[config.mk]
export PLATFORM = sky130hd
export DESIGN_NAME = fifo_rd_arbiter
export DESIGN_NICKNAME = d
export VERILOG_FILES = /design/src/rtl/fifo_rd_arbiter.sv
export SDC_FILE = /design/constraint.sdc
export NUM_CORES = 1
export LEC_CHECK = 0
export BUFFER_PORTS_ARGS = -buffer_cell sky130_fd_sc_hd__buf_2
export CORE_MARGIN = 3
export CORE_UTILIZATION = 45
export CTS_CLUSTER_SIZE = 12
export DETAILED_ROUTE_END_ITERATION = 8
export PLACE_DENSITY = 0.73
export SLEW_MARGIN = 20
export SYNTH_ARGS = -nofsm -noshare
export SYNTH_HDL_FRONTEND = slang
export SYNTH_SLANG_ARGS = --single-unit
export TNS_END_PERCENT = 30
[constraint.sdc]
create_clock -name clk -period 1.6 [get_ports clk]
set_clock_uncertainty 0.05 [all_clocks]
set_input_delay 0.32 -clock clk [delete_from_list [all_inputs] [get_ports clk]]
set_output_delay 0.32 -clock clk [all_outputs]
set_load 0.005 [all_outputs]
[src/rtl/fifo_rd_arbiter.sv]
// fifo_rd_arbiter: round-robin burst read scheduler sharing one consumer among N async FIFO read ports
// Optional macro ARB_STRICT_PRIO_EN: grant the lowest-index non-empty FIFO instead of round-robin.
module fifo_rd_arbiter #(
    parameter int N_FIFO    = 4,
    parameter int BURST_LEN = 4,
    parameter int IDX_W     = $clog2(N_FIFO)
) (
    input  logic              clk,
    input  logic              rst,
    input  logic              en,
    input  logic [N_FIFO-1:0] fifo_empty,
    input  logic              out_ready,
    output logic [N_FIFO-1:0] fifo_r_en,
    output logic              grant_vld,
    output logic [IDX_W-1:0]  grant_idx,
    output logic              out_valid,
    output logic [IDX_W-1:0]  out_idx,
    output logic              busy
);
    localparam int CNT_W = $clog2(BURST_LEN + 1);

    typedef enum logic {IDLE, BURST} state_t;

    state_t           state, state_n;
    logic [CNT_W-1:0] burst_cnt;
    logic [IDX_W-1:0] last_idx, sel_idx;
    logic             sel_vld, rd, done;
`ifndef ARB_STRICT_PRIO_EN
    int               j;
`endif

    // candidate for the next grant; reverse scan so the first hit in search order wins
    always_comb begin
        sel_idx = '0;
        sel_vld = 1'b0;
`ifdef ARB_STRICT_PRIO_EN
        for (int i = N_FIFO - 1; i >= 0; i--)
            if (!fifo_empty[i]) begin
                sel_idx = IDX_W'(i);
                sel_vld = 1'b1;
            end
`else
        j = 0;
        for (int k = N_FIFO; k >= 1; k--) begin
            j = int'(last_idx) + k;
            j = (j >= N_FIFO) ? j - N_FIFO : j;
            if (!fifo_empty[j]) begin
                sel_idx = IDX_W'(j);
                sel_vld = 1'b1;
            end
        end
`endif
    end

    // read strobe to the granted FIFO (never past empty) and burst exit / next-state decode
    always_comb begin
        rd = (state == BURST) && !fifo_empty[grant_idx] && out_ready;
        fifo_r_en = '0;
        fifo_r_en[grant_idx] = rd;
        done = fifo_empty[grant_idx] || (rd && burst_cnt == CNT_W'(BURST_LEN - 1));
        state_n = state;
        if (state == IDLE && en && sel_vld)
            state_n = BURST;
        else if (state == BURST && done)
            state_n = IDLE;
    end

    // FSM state register
    always_ff @(posedge clk or posedge rst) begin
        if (rst)
            state <= IDLE;
        else
            state <= state_n;
    end

    // grant bookkeeping: latch the winner in IDLE, count reads and remember the owner on exit
    always_ff @(posedge clk or posedge rst) begin
        if (rst) begin
            grant_vld <= 1'b0;
            grant_idx <= '0;
            burst_cnt <= '0;
            last_idx  <= IDX_W'(N_FIFO - 1);
        end else if (state == IDLE) begin
            if (en && sel_vld) begin
                grant_vld <= 1'b1;
                grant_idx <= sel_idx;
                burst_cnt <= '0;
            end
        end else begin
            if (rd)
                burst_cnt <= burst_cnt + CNT_W'(1);
            if (done) begin
                grant_vld <= 1'b0;
                last_idx  <= grant_idx;
            end
        end
    end

    // valid/index strobe aligned with the FIFO's one-cycle synchronous read data
    always_ff @(posedge clk or posedge rst) begin
        if (rst) begin
            out_valid <= 1'b0;
            out_idx   <= '0;
        end else begin
            out_valid <= rd;
            if (rd)
                out_idx <= grant_idx;
        end
    end

    assign busy = (state != IDLE) || out_valid;

endmodule

==> impl_metrics.csv <==
group,metric,value,unit
status,status,"finished, violations left",
critical_path,crit_type,"flop to primary output",
clocking,h-tree-depth,1,
die,core,1383,µm²
critical_path,worstPathArrival,1290,ps
timing,fmax,0.6027,GHz
place,place_congestion,0.8053,
routing,drt-initial-drc-count,16,
timing,period_minus_slack,1659,ps
clocking,worstSkewPairLatency,280,ps
clocking,clockRootBuffer,"clkbuf_4",
critical_path,reg2reg_depth,3,
routing,wl,1729,µm
clocking,clk_path_buf_depth,2,
critical_path,rrSetupSlack,-60,ps
synthesis,ys_seq_elements,12,
critical_path,required,1230,ps
status,violations,"negative setup slack",
critical_path,cpPeakStageDelay,420,ps
global_routing,grt.overflow.total,0,
routing,drcViolationCount,0,
cells_and_area,utilization,0.7140,
routing,vias,625,
timing,worst_pin_slew,463.6,ps
cells_and_area,antennaDiodeCount,0,
critical_path,cp_top_family,"flip-flops",
clocking,clock-sinks,12,
die,dieArea,2076,µm²
synthesis,avgSynthCellArea,10.84,µm²
cells_and_area,stdcell_count,112,
timing,finalHoldViolCount,0,
synthesis,postSynthCellCount,65,
critical_path,cp_max_fo,8,
power_and_ir_drop,total_power,1.669,mW
clocking,cts_tree,"built",
timing,fin_tns_setup,-245.0,ps
routing,post_drt_wl_per_cell,15.44,µm
cells_and_area,postLayoutCellArea,987.2,µm²
die,ios,19,
clocking,path_clk_slew,90,ps
die,die_w,45.57,µm
cells_and_area,fin_nets,108,
power_and_ir_drop,p_leak,0.4793,nW
die,start_util,0.5095,
run,cap_violations,0,
min_path,hold_class,"input port to flop",
cells_and_area,layout-drive-gt1-share,0.5361,
timing,relSlewSlack,0.6906,
synthesis,ys_types,37,
cells_and_area,syn_to_final_growth,40.14,%
global_routing,grt_max_degree,13,
timing,fin_crit_sh,1.037,
synthesis,synth_top_area_share,0.3552,
die,core.rowCount,13,
timing,layout_setup_ws,-59.24,ps
place,dp_hpwl,1147,µm
die,fp.dieH,45.57,µm
critical_path,path_cells,"buf_4 -> nor4_4 -> buf_2",
synthesis,synth_area,704.4,µm²
critical_path,worstSetupStartpointType,"flop",
synthesis,yosysSeqAreaShare,0.4298,
routing,dr.pass1.iters,4,
critical_path,critPathCaptureType,"primary output",
synthesis,synth_area_leaders,"dfrtp_1, dfstp_2, mux2_2",
global_routing,track_usage,0.1882,
synthesis,synth-warning-count,0,
timing,finalSetupViolations,5,
global_routing,grt_pass1_vias,588,
routing,avgViaCountPerCell,5.580,
timing,rsz0062_at_grt,"true",
critical_path,cp_num_cells,3,
place,numPortBuffers,18,
critical_path,rr_startpoint,"grant_idx[0]$_DFFE_PP0P_",
synthesis,synth_nets,75,
critical_path,startpoint,"grant_idx[0]$_DFFE_PP0P_",
synthesis,yosys.area.top_type,"dfrtp_1",
critical_path,critPathSlowestCell,"dfrtp_2",
global_routing,grt_pass1_wl,2697,µm
critical_path,r2r-end,"last_idx[0]$_DFFE_PP1P_",
timing,drv_slew,0,
place,dpl-instance-area,893.4,µm²
power_and_ir_drop,powerDensity,1690,nW/µm²
critical_path,crit_buf_inv,2,
power_and_ir_drop,ir_worst_vdd,0.8912,mV
clocking,cts_made_buffers,3,
critical_path,cp-endpoint,"fifo_r_en[0]",
routing,ant_nets,0,
place,dp_cells,107,
global_routing,antenna_found_initial,0,
[layout make-up]
class,count,area [µm²]
Tap cell,15,18.77
Inverter,6,22.52
Sequential cell,12,305.3
Clock buffer,4,36.28
Timing Repair Buffer,29,178.9
Multi-Input combinational cell,46,425.4
Fill cell,122,395.4
[per-layer routing]
layer / global-route usage / vias to the layer above / wire length, µm
met5: 0 / - / 0
met4: 0.05263 / 0 / 4
met3: 0.07115 / 2 / 123
met2: 0.2813 / 21 / 803
met1: 0.2525 / 296 / 797
li1: - / 306 / -
[through the flow]
stage          worst slack (ps)  hold slack (ps)
6_report                 -59.24            365.0
5_1_grt                  -135.6            362.2
4_1_cts                  -59.70            360.8
3_5_place_dp             -81.98            304.4
3_3_place_gp             -68.99            291.9
2_1_floorplan            -57.15            133.2
[state kept, by name, indices dropped and copies added (netlist names)]
signal and flops:
state 1, grant_vld 1, last_idx 2, out_idx 2, burst_cnt 3, out_valid 1, grant_idx 2
[kinds of logic (layout without fill, tap and decap cells)]
kind of cell,after synthesis,count (layout),synth area share
and+or+nand+nor,21,21,0.1829
AOI/OAI and AO/OA,16,16,0.1883
DFF,12,12,0.4298
muxes,7,7,0.1261
buffers and inverters,7,39,0.03729
adders and majority gates,2,2,0.03552
[worst min path at each step]
stage / from / endpoint / slack (ps) / cells after the start
final: en / burst_cnt[0]$_DFFE_PP0P_ / 360 / 3
after global routing: out_ready / out_valid$_DFF_PP0_ / 360 / 3
after CTS: out_ready / burst_cnt[0]$_DFFE_PP0P_ / 360 / 3
after detailed placement: rst / burst_cnt[2]$_DFFE_PP0P_ / 300 / 2
after global placement: rst / out_valid$_DFF_PP0_ / 290 / 2
after floorplan: rst / burst_cnt[0]$_DFFE_PP0P_ / 130 / 1
[where the power goes]
group          switching [mW]  internal (mW)
logic                   0.364          0.475
registers               0.123          0.459
clock network           0.109          0.138
[tightest hold or removal path, cell delays in order]
cell and delay [ps]:
buf_2 100, a21oi_1 120, a311o_1 130
[placed cells by master (no fill, tap or decap), types with 3 or more instances in the layout]
cell	count
buf_2	18
buf_4	9
clkbuf_4	3
dfrtp_1	8
inv_1	6
mux2_4	3
nand2_1	3
[synthesized netlist by cell type]
cell type,n
o21ai_4,1
dfrtp_1,10
a21boi_0,1
o21a_1,1
mux4_2,1
o21ba_2,1
nor3_1,1
nand2_1,4
mux2_2,3
a21oi_1,2
mux2_1,2
o21ai_0,1
a22o_1,2
a311o_1,1
nor4_1,1
clkbuf_1,1
mux2i_1,1
a21o_1,1
ha_1,2
nor2_1,1
and2_1,2
o2111ai_1,1
a31oi_1,1
dfstp_2,2
inv_1,6
nor4b_1,1
nand2b_1,2
nand4_1,1
nor2_4,1
a31o_2,1
a2bb2oi_1,2
or2_2,1
nand3b_1,1
nand3_1,1
nor2b_1,2
or3b_2,1
nor3b_1,1
[timing repair]
item                       in CTS  in global routing
resized for setup               5                  5
buffers inserted                0                  0
hold buffers                    1                  0
setup endpoints to repair       7                 10
hold endpoints to repair        5                  0
No activity file was read; power rests on OpenSTA's default activity.
